**src/rtl/serial_adder_pkg.sv**
```systemverilog
// serial_adder shared types.
// Controller state encoding for the digit-serial adder.
package serial_adder_pkg;

  typedef enum logic {
    IDLE = 1'b0,
    RUN  = 1'b1
  } state_e;

endpackage

```
**src/rtl/serial_adder_if.sv**
```systemverilog
// serial_adder request/result bundle.
// master drives the operation, slave reports status and results.
interface serial_adder_if #(
  parameter int WIDTH = 8
);

  logic             start;
  logic             sub;
  logic [WIDTH-1:0] a;
  logic [WIDTH-1:0] b;
  logic             cin;
  logic             busy;
  logic             done;
  logic [WIDTH-1:0] sum;
  logic             cout;
  logic             overflow;

  modport master (
    output start,
    output sub,
    output a,
    output b,
    output cin,
    input  busy,
    input  done,
    input  sum,
    input  cout,
    input  overflow
  );

  modport slave (
    input  start,
    input  sub,
    input  a,
    input  b,
    input  cin,
    output busy,
    output done,
    output sum,
    output cout,
    output overflow
  );

endinterface

```
**src/rtl/serial_adder_digit_adder.sv**
```systemverilog
// digit_adder: DIGIT-bit ripple of full-adder cells.
// c_msb is the carry into the top cell, used for signed overflow.
module digit_adder #(
  parameter int DIGIT = 2
) (
  input  logic [DIGIT-1:0] x,
  input  logic [DIGIT-1:0] y,
  input  logic             ci,
  output logic [DIGIT-1:0] s,
  output logic             co,
  output logic             c_msb
);

  logic [DIGIT:0] c;

  always_comb begin
    c    = '0;
    s    = '0;
    c[0] = ci;
    for (int i = 0; i < DIGIT; i++) begin
      s[i]   = x[i] ^ y[i] ^ c[i];
      c[i+1] = (x[i] & y[i]) |
               (c[i] & (x[i] ^ y[i]));
    end
  end

  assign co    = c[DIGIT];
  assign c_msb = c[DIGIT-1];

endmodule

```
**src/rtl/serial_adder.sv**
```systemverilog
// serial_adder: WIDTH-bit add/sub, DIGIT bits per clock.
// Start/busy/done handshake with registered results.
module serial_adder
  import serial_adder_pkg::*;
#(
  parameter int WIDTH = 8,
  parameter int DIGIT = 2
) (
  input logic           clk,
  input logic           rst,
  serial_adder_if.slave bus
);

  localparam int N  = WIDTH / DIGIT;
  localparam int CW = (N > 1) ? $clog2(N) : 1;

  generate
    if (DIGIT < 1 || (WIDTH % DIGIT) != 0) begin : g_bad_digit
      $error("serial_adder: DIGIT must divide WIDTH");
    end
  endgenerate

  state_e           state_q, state_d;
  logic [CW-1:0]    cnt_q, cnt_d;
  logic [WIDTH-1:0] a_q, a_d;
  logic [WIDTH-1:0] b_q, b_d;
  logic [WIDTH-1:0] sr_q, sr_d;
  logic             c_q, c_d;
  logic [WIDTH-1:0] sum_q, sum_d;
  logic             cout_q, cout_d;
  logic             ovf_q, ovf_d;
  logic             done_q, done_d;

  logic [DIGIT-1:0] dig_s;
  logic             dig_co;
  logic             dig_cm;
  logic [WIDTH-1:0] a_sh;
  logic [WIDTH-1:0] b_sh;
  logic [WIDTH-1:0] sr_nx;
  logic             last;

  digit_adder #(
    .DIGIT (DIGIT)
  ) u_dig (
    .x     (a_q[DIGIT-1:0]),
    .y     (b_q[DIGIT-1:0]),
    .ci    (c_q),
    .s     (dig_s),
    .co    (dig_co),
    .c_msb (dig_cm)
  );

  // Single-digit configuration has nothing left to shift.
  generate
    if (DIGIT == WIDTH) begin : g_one
      assign a_sh  = '0;
      assign b_sh  = '0;
      assign sr_nx = dig_s;
    end else begin : g_multi
      assign a_sh  = {{DIGIT{1'b0}},
                      a_q[WIDTH-1:DIGIT]};
      assign b_sh  = {{DIGIT{1'b0}},
                      b_q[WIDTH-1:DIGIT]};
      assign sr_nx = {dig_s,
                      sr_q[WIDTH-1:DIGIT]};
    end
  endgenerate

  assign last = (cnt_q == CW'(N - 1));

  always_comb begin
    state_d = state_q;
    cnt_d   = cnt_q;
    a_d     = a_q;
    b_d     = b_q;
    sr_d    = sr_q;
    c_d     = c_q;
    sum_d   = sum_q;
    cout_d  = cout_q;
    ovf_d   = ovf_q;
    done_d  = 1'b0;
    unique case (state_q)
      IDLE: begin
        if (bus.start) begin
          a_d     = bus.a;
          b_d     = bus.sub ? ~bus.b : bus.b;
          c_d     = bus.sub ? 1'b1 : bus.cin;
          cnt_d   = '0;
          state_d = RUN;
        end
      end
      RUN: begin
        a_d   = a_sh;
        b_d   = b_sh;
        sr_d  = sr_nx;
        c_d   = dig_co;
        cnt_d = cnt_q + 1'b1;
        if (last) begin
          sum_d   = sr_nx;
          cout_d  = dig_co;
          ovf_d   = dig_co ^ dig_cm;
          done_d  = 1'b1;
          cnt_d   = '0;
          state_d = IDLE;
        end
      end
      default: state_d = IDLE;
    endcase
  end

  always_ff @(posedge clk) begin
    if (rst) begin
      state_q <= IDLE;
      cnt_q   <= '0;
      a_q     <= '0;
      b_q     <= '0;
      sr_q    <= '0;
      c_q     <= 1'b0;
      sum_q   <= '0;
      cout_q  <= 1'b0;
      ovf_q   <= 1'b0;
      done_q  <= 1'b0;
    end else begin
      state_q <= state_d;
      cnt_q   <= cnt_d;
      a_q     <= a_d;
      b_q     <= b_d;
      sr_q    <= sr_d;
      c_q     <= c_d;
      sum_q   <= sum_d;
      cout_q  <= cout_d;
      ovf_q   <= ovf_d;
      done_q  <= done_d;
    end
  end

  assign bus.busy     = (state_q == RUN);
  assign bus.done     = done_q;
  assign bus.sum      = sum_q;
  assign bus.cout     = cout_q;
  assign bus.overflow = ovf_q;

endmodule

```
**src/flat_wrapper.sv**
```systemverilog
// flat-port wrapper written by rule: the top's interface ports become plain ports
module serial_adder_flat import serial_adder_pkg::*;
#(
  parameter int WIDTH = 8,
  parameter int DIGIT = 2
)
  (clk, rst, bus_start, bus_sub, bus_a, bus_b, bus_cin, bus_busy, bus_done, bus_sum, bus_cout, bus_overflow);
  serial_adder_if #(.WIDTH(WIDTH)) bus_i ();
  input logic clk;
  input logic rst;
  input wire logic [$bits(bus_i.start)-1:0] bus_start;
  input wire logic [$bits(bus_i.sub)-1:0] bus_sub;
  input wire logic [$bits(bus_i.a)-1:0] bus_a;
  input wire logic [$bits(bus_i.b)-1:0] bus_b;
  input wire logic [$bits(bus_i.cin)-1:0] bus_cin;
  output wire logic [$bits(bus_i.busy)-1:0] bus_busy;
  output wire logic [$bits(bus_i.done)-1:0] bus_done;
  output wire logic [$bits(bus_i.sum)-1:0] bus_sum;
  output wire logic [$bits(bus_i.cout)-1:0] bus_cout;
  output wire logic [$bits(bus_i.overflow)-1:0] bus_overflow;
  assign bus_i.start = bus_start;
  assign bus_i.sub = bus_sub;
  assign bus_i.a = bus_a;
  assign bus_i.b = bus_b;
  assign bus_i.cin = bus_cin;
  assign bus_busy = bus_i.busy;
  assign bus_done = bus_i.done;
  assign bus_sum = bus_i.sum;
  assign bus_cout = bus_i.cout;
  assign bus_overflow = bus_i.overflow;
  serial_adder #(.WIDTH(WIDTH), .DIGIT(DIGIT)) u_core (.clk(clk), .rst(rst), .bus(bus_i));
endmodule
```
**config.mk**
```make
export PLATFORM = sky130hd
export DESIGN_NAME = serial_adder_flat
export DESIGN_NICKNAME = d
export VERILOG_FILES = /design/src/rtl/serial_adder_pkg.sv /design/src/rtl/serial_adder_if.sv /design/src/rtl/serial_adder_digit_adder.sv /design/src/rtl/serial_adder.sv /design/src/flat_wrapper.sv
export SDC_FILE = /design/constraint.sdc
export NUM_CORES = 1
export LEC_CHECK = 0
export ABC_AREA = 1
export CAP_MARGIN = 10
export CORE_MARGIN = 2
export CORE_UTILIZATION = 54
export CTS_CLUSTER_DIAMETER = 150
export CTS_CLUSTER_SIZE = 8
export DETAILED_ROUTE_END_ITERATION = 12
export PLACE_DENSITY = 0.81
export SLEW_MARGIN = 5
export SYNTH_ARGS = -nofsm -noshare
export SYNTH_HDL_FRONTEND = slang
export SYNTH_SLANG_ARGS = --single-unit
```
**constraint.sdc**
```tcl
create_clock -name clk -period 3.23 [get_ports clk]
set_input_delay 0.8075 -clock clk [delete_from_list [all_inputs] [get_ports clk]]
set_output_delay 0.8075 -clock clk [all_outputs]
set_load 0.01 [all_outputs]
```
==> results.json <==
{
  "core_region_area_sq_um": 2805,
  "clock-sinks": 37,
  "syn_area_per_cell_sq_um": 7.168,
  "placed_area_sq_um": 1934,
  "min_to": "u_core.bus.sum[1]",
  "path_delay_family": "buffers and inverters",
  "firstDrtPassIters": 8,
  "crit_type": "flop to output pin",
  "synth_area_leaders": "dfxtp_1, nand2_1, a21oi_1",
  "period_share": 0.6303,
  "n_antenna_cell": 0,
  "maxCapViolations": 0,
  "chipWidth_um": 58.65,
  "ys_seq_area_frac": 0.4593,
  "cts_resized": 0,
  "rsz0062_at_grt": "no",
  "antenna_found_initial": 0,
  "power.share.clock": 0.282,
  "final_cell_mix": "nand2_1, dfxtp_1, inv_1, clkdlybuf4s50_1, a21oi_1",
  "worstReg2RegStart": "u_core.c_q",
  "start_util": 0.5749,
  "netlist_area_sq_um": 1613,
  "reg2reg_depth": 5,
  "path_clk_slew_ns": 0.12,
  "utilization": 0.7092,
  "gp_congestion": 0.7736,
  "grt_pass1_vias": 1251,
  "drcViolationCount": 1,
  "powerDensity_nw_per_um2": 419.6,
  "post_cts_buffers": 0,
  "dp.cells": 281,
  "ir_worst_vdd_mv": 0.2778,
  "crit_fanout": 2,
  "overflow": 0,
  "critPathMaxStageDelay_ns": 0.53,
  "io_buffers": 32,
  "path_buf_inv": 1,
  "combPwrFrac": 0.135,
  "status": "finished with violations",
  "drv_slew": 0,
  "final_area_sq_um": 1989,
  "h-tree-depth": 2,
  "ys_types": 16,
  "leakage_uw": 0.0009229,
  "drt_iter0_drc": 68,
  "fin_crit_ns": 2.036,
  "synth_nets": 249,
  "final_common_cell": "nand2_1",
  "tightest_slew_ns": 0.3962,
  "cts_tree": "yes",
  "slew_headroom": 0.7356,
  "crit_slowest_cell": "clkdlybuf4s50_1",
  "setup_tns_ns": 0,
  "dp_hpwl_um": 2082,
  "yosys.area.top_type_share": 0.4593,
  "drt-wirelength-per-cell_um": 9.865,
  "violations": "design-rule violations",
  "reg2reg_to": "u_core.bus.overflow",
  "switching_power_uw": 223.3,
  "arrival_ns": 1.23,
  "drive_above_1_share": 0.05814,
  "whs_path_depth": 2,
  "clk_latency_ns": 0.34,
  "cp_data_required_time_ns": 2.42,
  "die_h_um": 58.65,
  "hp-class": "flop to flop",
  "internal_power_uw": 611.6,
  "grt.total_usage": 0.1919,
  "crit_chain": "clkdlybuf4s50_1",
  "start_kind": "flop",
  "synth_top_area_cell": "dfxtp_1",
  "fin_cells": 289,
  "dieArea_sq_um": 3440,
  "ctsHoldBuffers": 0,
  "synthCells": 225,
  "cts_buffers": 5,
  "fin_skew_ns": 0.009457,
  "setup_viol": 0,
  "r2r_setup_slack_ns": 1.57,
  "worstSetupEndpointType": "output pin",
  "swShare": 0.2674,
  "grt_pass1_wl_um": 5071,
  "ys_ff_latch": 37,
  "clock_path_buffers": 2,
  "nFillCells": 244,
  "pwr-share-seq": 0.583,
  "fmax_mhz": 491.2,
  "grt_max_degree": 31,
  "ios": 33,
  "hold_start": "u_core.sr_q[3]",
  "placementRows": 19,
  "hold_viol": 0,
  "ant_nets": 0,
  "vias": 1440,
  "yosysWarnings": 0,
  "nets": 281,
  "wl_um": 2851,
  "synthToLayoutAreaGrowth_pct": 23.35,
  "vias_per_cell": 4.983,
  "cts_root_buffer": "clkbuf_4"
}
==> power by group through the flow <==
stage / combinational (uW) / sequential (uW) / clock [uW]
finish: 112 / 487 / 236
floorplan: 73.5 / 496 / 0
CTS: 114 / 487 / 239
detailed placement: 113 / 497 / 0
global placement: 111 / 496 / 0
global route: 130 / 489 / 262
==> cell type report <==
class / instances / area (sq um) / area share
clock buffer: 5 / 37.54 / 0.01887
clock inverter: 3 / 17.52 / 0.008805
inverter: 34 / 127.6 / 0.06415
multi-input combinational: 142 / 669.4 / 0.3365
sequential: 37 / 740.7 / 0.3723
tap: 31 / 38.79 / 0.01950
timing repair buffer: 37 / 357.8 / 0.1799
==> per-layer routing <==
| layer | wire length, um | vias to the layer above | part of all wire | track usage |
|---|---|---|---|---|
| met3 | 125 | 6 | 0.044 | 0.04615 |
| met2 | 1319 | 37 | 0.46 | 0.3258 |
| met1 | 1362 | 627 | 0.48 | 0.2337 |
| met4 | 44 | 0 | 0.015 | 0.07792 |
| met5 | 0 | - | 0 | 0 |
| li1 | - | 770 | - | - |
==> logic make-up (layout without fill, tap and decap cells) <==
kind of cell,count (synthesis),after routing,share of synthesized area
adders and majority gates,3,3,0.03258
AOI/OAI and AO/OA,41,41,0.1272
buffers and inverters,46,79,0.1257
and+or+nand+nor,97,97,0.2498
DFF,37,37,0.4593
xor gates and xnor gates,1,1,0.005432
==> how the worst max path moves through the flow <==
stage                                      to  cells after the start  slack [ns]              start
after floorplan           u_core.bus.overflow                      5        1.66         u_core.c_q
after global placement      u_core.bus.sum[0]                      7        1.00                rst
after detailed placement    u_core.bus.sum[0]                      7        0.98                rst
after CTS                            bus_cout                      1        1.19    u_core.bus.cout
after global routing                 bus_cout                      1        1.13    u_core.bus.cout
final                              bus_sum[0]                      1        1.19  u_core.bus.sum[0]
==> per-stage QoR <==
stage / hold WS (ns) / setup slack (ns) / power [uW]
global placement: 0.4359 / 1.000 / 607.7
floorplan: 0.4135 / 1.658 / 569.1
global route: 0.4723 / 1.131 / 881.4
finish: 0.4556 / 1.194 / 834.9
CTS: 0.4539 / 1.188 / 839.4
detailed placement: 0.4336 / 0.9847 / 610.4
==> flip-flops by register name (all words and copies together), names as in the netlist <==
| signal | flops |
|---|---|
| u_core.c_q | 1 |
| u_core.b_q | 8 |
| u_core.bus.sum | 8 |
| u_core.sr_q | 6 |
| u_core.bus.busy | 1 |
| u_core.bus.done | 1 |
| u_core.a_q | 8 |
| u_core.cnt_q | 2 |
| u_core.bus.cout | 1 |
| u_core.bus.overflow | 1 |
==> cell usage after synthesis <==
cell	instances
fa_1	2
dfxtp_1	37
nor2_1	5
buf_2	6
a21oi_1	26
nand2_1	66
nand3_1	24
buf_4	4
buf_6	1
ha_1	1
xnor2_1	1
o21ai_0	15
clkbuf_1	1
nor2_2	1
nand3_2	1
inv_1	34
Note: power is estimated with default switching activity, not from simulation.
